--- src/rtl/mips_cpu_bus_bridge_if.sv ---
// Shared Avalon-style memory-mapped bus between the core bridge and memory.
// The master drives the request side; the slave answers with waitrequest/readdata.
interface mips_cpu_bus_bridge_if;
   logic [31:0] address;
   logic        read;
   logic        write;
   logic [31:0] writedata;
   logic [3:0]  byteenable;
   logic        waitrequest;
   logic [31:0] readdata;

   modport master (
      output address, read, write, writedata, byteenable,
      input  waitrequest, readdata
   );

   modport slave (
      input  address, read, write, writedata, byteenable,
      output waitrequest, readdata
   );
endinterface

--- src/rtl/mips_cpu_bus_bridge.sv ---
// Bridge between the Harvard core's instruction/data ports and one shared
// memory bus. Each instruction is sequenced as FETCH -> DATA -> COMMIT, and
// the core is clocked forward by a single core_clk_enable pulse in COMMIT,
// so bus wait states never reach the core.
module mips_cpu_bus_bridge #(
   parameter int unsigned STALL_LIMIT = 0
) (
   input  logic                         clk,
   input  logic                         reset,
   input  logic                         core_active,
   input  logic [31:0]                  core_instr_address,
   output logic [31:0]                  core_instr_readdata,
   input  logic [31:0]                  core_data_address,
   input  logic                         core_data_read,
   input  logic                         core_data_write,
   input  logic [31:0]                  core_data_writedata,
   output logic [31:0]                  core_data_readdata,
   output logic                         core_clk_enable,
   mips_cpu_bus_bridge_if.master        bus,
   output logic                         active,
   output logic                         bus_error
);

   typedef enum logic [2:0] {
      IDLE   = 3'd0,
      FETCH  = 3'd1,
      DATA   = 3'd2,
      COMMIT = 3'd3,
      HALT   = 3'd4
   } state_t;

   state_t      state_r;
   state_t      state_next_s;
   logic [31:0] instr_r;
   logic [31:0] load_r;
   logic [31:0] stall_cnt_r;
   logic [31:0] stall_cnt_next_s;
   logic [32:0] stall_cnt_inc_s;
   logic        bus_error_r;

   logic        req_rd_s;
   logic        req_wr_s;
   logic        req_s;
   logic [31:0] addr_s;
   logic        timeout_s;
   logic        ir_load_s;
   logic        lr_load_s;
   logic        err_set_s;

   // Bus addresses are always word aligned; the byte offset is dropped.
   function automatic logic [31:0] word_align(input logic [31:0] a);
      return a & 32'hFFFF_FFFC;
   endfunction

   // Request decode: purely from the state register and the (frozen) core
   // outputs, so requests hold steady across wait states and vanish the
   // cycle after reset returns the machine to IDLE.
   always_comb begin
      req_rd_s = 1'b0;
      req_wr_s = 1'b0;
      addr_s   = 32'h0000_0000;
      case (state_r)
         FETCH: begin
            req_rd_s = 1'b1;
            addr_s   = word_align(core_instr_address);
         end
         DATA: begin
            if (core_data_write) begin
               // A store wins when the core raises both strobes.
               req_wr_s = 1'b1;
               addr_s   = word_align(core_data_address);
            end else if (core_data_read) begin
               req_rd_s = 1'b1;
               addr_s   = word_align(core_data_address);
            end else begin
               addr_s   = 32'h0000_0000;
            end
         end
         default: begin
            req_rd_s = 1'b0;
            req_wr_s = 1'b0;
         end
      endcase
   end

   assign req_s = req_rd_s | req_wr_s;

   // Stall watchdog: counts wait cycles of the current transfer, saturating,
   // and flags a timeout on the wait cycle that reaches STALL_LIMIT.
   always_comb begin
      stall_cnt_inc_s  = {1'b0, stall_cnt_r} + 33'd1;
      stall_cnt_next_s = 32'h0000_0000;
      timeout_s        = 1'b0;
      if (req_s && bus.waitrequest) begin
         if (stall_cnt_r != 32'hFFFF_FFFF) begin
            stall_cnt_next_s = stall_cnt_inc_s[31:0];
         end else begin
            stall_cnt_next_s = stall_cnt_r;
         end
         if ((STALL_LIMIT != 32'd0) && (stall_cnt_inc_s >= 33'(STALL_LIMIT))) begin
            timeout_s = 1'b1;
         end else begin
            timeout_s = 1'b0;
         end
      end else begin
         stall_cnt_next_s = 32'h0000_0000;
         timeout_s        = 1'b0;
      end
   end

   // Next-state logic plus the capture strobes for the two latched words.
   always_comb begin
      state_next_s = state_r;
      ir_load_s    = 1'b0;
      lr_load_s    = 1'b0;
      err_set_s    = 1'b0;
      case (state_r)
         IDLE: begin
            state_next_s = FETCH;
         end
         FETCH: begin
            if (timeout_s) begin
               err_set_s    = 1'b1;
               state_next_s = HALT;
            end else if (!bus.waitrequest) begin
               ir_load_s    = 1'b1;
               state_next_s = DATA;
            end else begin
               state_next_s = FETCH;
            end
         end
         DATA: begin
            if (!req_s) begin
               // Core decoded a non-memory instruction: evaluate-only cycle.
               state_next_s = COMMIT;
            end else if (timeout_s) begin
               err_set_s    = 1'b1;
               state_next_s = HALT;
            end else if (!bus.waitrequest) begin
               lr_load_s    = req_rd_s;
               state_next_s = COMMIT;
            end else begin
               state_next_s = DATA;
            end
         end
         COMMIT: begin
            if (core_active) begin
               state_next_s = FETCH;
            end else begin
               state_next_s = HALT;
            end
         end
         HALT: begin
            state_next_s = HALT;
         end
         default: begin
            state_next_s = IDLE;
         end
      endcase
   end

   // State, latched instruction/load words, stall counter and sticky error.
   always_ff @(posedge clk) begin
      if (reset) begin
         state_r     <= IDLE;
         instr_r     <= 32'h0000_0000;
         load_r      <= 32'h0000_0000;
         stall_cnt_r <= 32'h0000_0000;
         bus_error_r <= 1'b0;
      end else begin
         state_r     <= state_next_s;
         stall_cnt_r <= stall_cnt_next_s;
         if (ir_load_s) begin
            instr_r <= bus.readdata;
         end
         if (lr_load_s) begin
            load_r <= bus.readdata;
         end
         if (err_set_s) begin
            bus_error_r <= 1'b1;
         end
      end
   end

   assign bus.read            = req_rd_s;
   assign bus.write           = req_wr_s;
   assign bus.address         = addr_s;
   assign bus.writedata       = core_data_writedata;
   assign bus.byteenable      = 4'hF;
   assign core_instr_readdata = instr_r;
   assign core_data_readdata  = load_r;
   assign core_clk_enable     = (state_r == COMMIT);
   assign active              = (state_r != HALT);
   assign bus_error           = bus_error_r;

endmodule

--- src/flat_wrapper.sv ---
// flat-port wrapper written by rule: the top's interface ports become plain ports
module mips_cpu_bus_bridge_flat 
#(
   parameter int unsigned STALL_LIMIT = 0
)
  (clk, reset, core_active, core_instr_address, core_instr_readdata, core_data_address, core_data_read, core_data_write, core_data_writedata, core_data_readdata, core_clk_enable, active, bus_error, bus_address, bus_read, bus_write, bus_writedata, bus_byteenable, bus_waitrequest, bus_readdata);
  mips_cpu_bus_bridge_if bus_i ();
  input  logic clk;
  input  logic reset;
  input  logic core_active;
  input  logic [31:0] core_instr_address;
  output logic [31:0] core_instr_readdata;
  input  logic [31:0] core_data_address;
  input  logic core_data_read;
  input  logic core_data_write;
  input  logic [31:0] core_data_writedata;
  output logic [31:0] core_data_readdata;
  output logic core_clk_enable;
  output logic active;
  output logic bus_error;
  output wire logic [$bits(bus_i.address)-1:0] bus_address;
  output wire logic [$bits(bus_i.read)-1:0] bus_read;
  output wire logic [$bits(bus_i.write)-1:0] bus_write;
  output wire logic [$bits(bus_i.writedata)-1:0] bus_writedata;
  output wire logic [$bits(bus_i.byteenable)-1:0] bus_byteenable;
  input wire logic [$bits(bus_i.waitrequest)-1:0] bus_waitrequest;
  input wire logic [$bits(bus_i.readdata)-1:0] bus_readdata;
  assign bus_address = bus_i.address;
  assign bus_read = bus_i.read;
  assign bus_write = bus_i.write;
  assign bus_writedata = bus_i.writedata;
  assign bus_byteenable = bus_i.byteenable;
  assign bus_i.waitrequest = bus_waitrequest;
  assign bus_i.readdata = bus_readdata;
  mips_cpu_bus_bridge #(.STALL_LIMIT(STALL_LIMIT)) u_core (.clk(clk), .reset(reset), .core_active(core_active), .core_instr_address(core_instr_address), .core_instr_readdata(core_instr_readdata), .core_data_address(core_data_address), .core_data_read(core_data_read), .core_data_write(core_data_write), .core_data_writedata(core_data_writedata), .core_data_readdata(core_data_readdata), .core_clk_enable(core_clk_enable), .bus(bus_i), .active(active), .bus_error(bus_error));
endmodule
--- config.mk ---
export PLATFORM = sky130hd
export DESIGN_NAME = mips_cpu_bus_bridge_flat
export DESIGN_NICKNAME = d
export VERILOG_FILES = /design/src/rtl/mips_cpu_bus_bridge_if.sv /design/src/rtl/mips_cpu_bus_bridge.sv /design/src/flat_wrapper.sv
export SDC_FILE = /design/constraint.sdc
export NUM_CORES = 1
export LEC_CHECK = 0
export CAP_MARGIN = 0
export CORE_UTILIZATION = 30
export CTS_BUF_LIST = sky130_fd_sc_hd__clkbuf_8 sky130_fd_sc_hd__clkbuf_16
export DETAILED_ROUTE_END_ITERATION = 12
export GPL_TIMING_DRIVEN = 0
export HOLD_SLACK_MARGIN = 0.03
export PLACE_DENSITY = 0.79
export SETUP_SLACK_MARGIN = 0.02
export SLEW_MARGIN = 20
export SYNTH_ARGS = -nofsm -noshare
export SYNTH_HDL_FRONTEND = slang
export SYNTH_SLANG_ARGS = --single-unit
--- constraint.sdc ---
create_clock -name clk -period 1.6 [get_ports clk]
set_input_delay 0.32 -clock clk [delete_from_list [all_inputs] [get_ports clk]]
set_output_delay 0.32 -clock clk [all_outputs]
set_load 0.02 [all_outputs]
==> impl_metrics.py, run 1 <==
metrics = {
    "critical_path": {
        "r2r-start": "u_core.state_r[1]",
        "critPathKind": "reg2out",
        "critPathLaunch": "u_core.state_r[2]",
        "crit_chain": "buf_12 > nor3_4 > buf_6 > buf_8 > a22o_1 > buf_6",
        "slowest_delay_ns": 0.37,
        "r2r_slack_ns": -0.12,
        "critPathSlowestCell": "dfxtp_4",
        "end_kind": "output pin",
        "crit_path_start_kind": "register",
        "path_max_fanout": 5,
        "cp_data_arrival_time_ns": 1.62,
        "worstReg2RegEnd": "u_core.core_data_readdata[29]",
        "r2r_cells": 6,
        "crit_path_end": "bus_address[30]",
        "required_ns": 1.28,
        "critPathMostFrequentCell": "buf_6",
    },
    "global_routing": {
        "grt_start_max_net_pins": 13,
        "track_usage_pct": 19.5,
        "grt_pass1_wl_um": 17400,
        "grt_antenna_before_repair": 1,
        "grt-ovfl-total": 0,
        "grt_pass1_vias": 3617,
    },
    "job": {
        "drv_cap": 0,
    },
    "clock_network": {
        "insertion_delay_ns": 0.34,
        "cts_buffers": 9,
        "cts_root_buffer": "clkbuf_8",
        "cts_tree": "yes",
        "clk_path_buf_depth": 2,
        "clk_pin_slew_ns": 0.07,
        "htreeDepth": 3,
        "cts_hold_buf": 0,
        "cts_sinks": 67,
    },
    "sta": {
        "clock_skew_ns": 0.0109,
        "final_max_slew_viol_count": 0,
        "fin_crit_ns": 1.94,
        "rsz0062_at_grt": "yes",
        "fin_ws_ns": -0.344,
        "setup_viol_count_final": 69,
        "hold_viol_final": 0,
        "max_freq_ghz": 0.514,
        "fin_hold_ws_ns": 0.458,
        "final.period_utilization_pct": 121,
    },
    "floorplan": {
        "initial_utilization_pct": 31.4,
        "ioPinCount": 271,
        "die_y_um": 107,
        "dieWidth_um": 107,
        "coreArea_um2": 10500,
        "rows": 37,
        "die-area_um2": 11400,
    },
    "synthesis": {
        "ys.flop_type": "dfxtp_1",
        "synth-seq-cells": 67,
        "synth_cell_types": 22,
        "synth-edff-count": 0,
        "syn_area_um2": 3300,
        "ys.warnings.count": 0,
        "synthCells": 383,
        "syn_area_per_cell_um2": 8.62,
        "synth-seq-area-share_pct": 40.6,
        "synth_async_sr_flop_share_pct": 0,
    },
    "cells_and_area": {
        "drive_above_1_share_pct": 21.6,
        "final_common_cell": "clkdlybuf4s50_1",
        "postLayoutCellArea_um2": 6380,
        "areaGrowthSynthToFinish_pct": 93.3,
        "final_nets": 777,
        "final_cell_mix": "clkdlybuf4s50_1 (125), dlygate4sd2_1 (67), nand2_1 (65), nand2b_1 (65), dfxtp_1 (64)",
        "utilization_pct": 60.7,
        "fillers": 919,
    },
    "pwr": {
        "ir_worst_vdd_mv": 0.550,
        "powerDensity_nw_per_um2": 713,
        "p_comb_share_pct": 28.9,
        "seq_power_share_pct": 38.4,
        "p_sw_share_pct": 28.4,
        "power.internal_w": 0.00326,
        "p_leak_nw": 2.97,
        "total_power_w": 0.00455,
        "p_sw_w": 0.00129,
        "clock_power_share_pct": 32.7,
    },
    "routing": {
        "drtAntennaViolNets": 0,
        "dr.pass1.iters": 4,
        "wl_met3_um": 701,
        "drt-initial-drc-count": 84,
        "wl_met2_um": 6340,
        "highest_layer": "met4",
        "wl_met1_um": 4280,
        "wl_per_cell_um": 14.7,
        "drt_wl_total_um": 11500,
        "via_per_inst": 4.55,
        "drc_errors": 0,
        "via_count": 3573,
    },
    "place": {
        "dpl-instance-area_um2": 5750,
        "dp_slack_ns": -1.22,
        "place_congestion": 0.753,
        "port_buffers": 226,
        "dpl.hpwl_um": 8830,
    },
    "run_status": {
        "outcome": "finished, violations left",
        "violations": "negative setup slack",
    },
    "min_path": {
        "hold_path.class": "reg2reg",
    },
}
==> final cells by class <==
cell class | count | area (µm²) | share of cell area [%]
repair buffers | 244 | 2410 | 37.8
multi-input cells | 253 | 1660 | 25.9
flip-flops and latches | 67 | 1350 | 21.2
plain buffers | 68 | 574 | 9.00
well taps | 136 | 170 | 2.67
clock buffers | 11 | 151 | 2.37
clock inverters | 5 | 60.1 | 0.941
diodes | 1 | 2.50 | 0.0392
==> power groups by stage <==
stage	clock [W]	sequential (W)	combinational, W
after floorplan	0	0.00184	0.000522
after global placement	0	0.00178	0.00121
after detailed placement	0	0.00179	0.00122
after CTS	0.00151	0.00175	0.00128
after global routing	0.00160	0.00175	0.00140
final	0.00149	0.00175	0.00132
==> routing by layer <==
layer  GRT usage [%]  vias up
met4            7.44        0
met2            37.4      171
met5               0        -
met3            3.89       15
li1                -     1755
met1            20.8     1632
==> synth_stat cells (2+ instances only) <==
| cell | n | area share, % |
|---|---|---|
| buf_2 | 2 | 0.30 |
| dfxtp_1 | 67 | 41 |
| buf_6 | 2 | 0.68 |
| buf_4 | 39 | 8.9 |
| nor2_1 | 5 | 0.57 |
| nand2_1 | 66 | 7.5 |
| a21oi_1 | 33 | 5.0 |
| mux2i_1 | 33 | 10 |
| a22o_1 | 30 | 8.0 |
| nand2b_1 | 66 | 13 |
| o21a_1 | 2 | 0.45 |
| nor3b_1 | 2 | 0.45 |
| clkbuf_1 | 25 | 2.8 |
| nor3_1 | 2 | 0.30 |
| conb_1 | 2 | 0.23 |
==> flip-flops by register name, summed over array words and instances, names as in the netlist <==
name	cells
u_core.core_instr_readdata	32
u_core.state_r	3
u_core.core_data_readdata	32
==> how the worst min path moves through the flow <==
stage / from / slack [ns] / end / cells after the start
after floorplan: bus_readdata[0] / 0.46 / u_core.core_instr_readdata[0] / 2
after detailed placement: u_core.core_instr_readdata[0] / 0.45 / u_core.core_instr_readdata[0] / 2
after CTS: u_core.core_instr_readdata[0] / 0.46 / u_core.core_instr_readdata[0] / 2
after global placement: u_core.core_instr_readdata[16] / 0.44 / u_core.core_instr_readdata[16] / 2
final: u_core.core_instr_readdata[0] / 0.46 / u_core.core_instr_readdata[0] / 2
after global routing: u_core.core_instr_readdata[10] / 0.48 / u_core.core_instr_readdata[10] / 2
==> critical path, delay by kind of cell, from the launching register on <==
family          cells  cell delay, ns
compound gates      1            0.17
buf+inv             4            0.53
flops               1            0.37
simple gates        1            0.22
==> per-stage QoR <==
stage | setup TNS (ns) | instances
3_3_place_gp | -71.16 | 750
5_1_grt | -17.67 | 785
4_1_cts | -12.89 | 781
3_5_place_dp | -73.78 | 750
2_1_floorplan | -1.81 | 388
6_report | -11.41 | 785
==> cell families (layout without fill, tap and decap cells) <==
family	count (synthesis)	after routing	synth area share, %
AO/OA/AOI/OAI	66	66	13.7
buffers and inverters	68	328	12.7
flip-flops	67	67	40.6
multiplexers	33	33	10.0
other	2	8	0.227
AND/OR/NAND/NOR	147	147	22.8
==> timing repair <==
action                     4_1_cts  5_1_grt
cloned                           5        0
pin swaps                        6       14
setup endpoints to repair      150       91
setup buffers                   10        5
gates resized for setup        318       38
Note: power is estimated with default switching activity, not from simulation.
==> run 2, diff against run 1 <==
--- a/config.mk
+++ b/config.mk
@@ -8,6 +8,7 @@
 export CAP_MARGIN = 0
 export CORE_UTILIZATION = 30
 export CTS_BUF_LIST = sky130_fd_sc_hd__clkbuf_8 sky130_fd_sc_hd__clkbuf_16
+export CTS_CLUSTER_SIZE = 8
 export DETAILED_ROUTE_END_ITERATION = 12
 export GPL_TIMING_DRIVEN = 0
 export HOLD_SLACK_MARGIN = 0.03
==> results of run 2 <==
The final DEF is identical to that of run 1; final timing and power are the same.
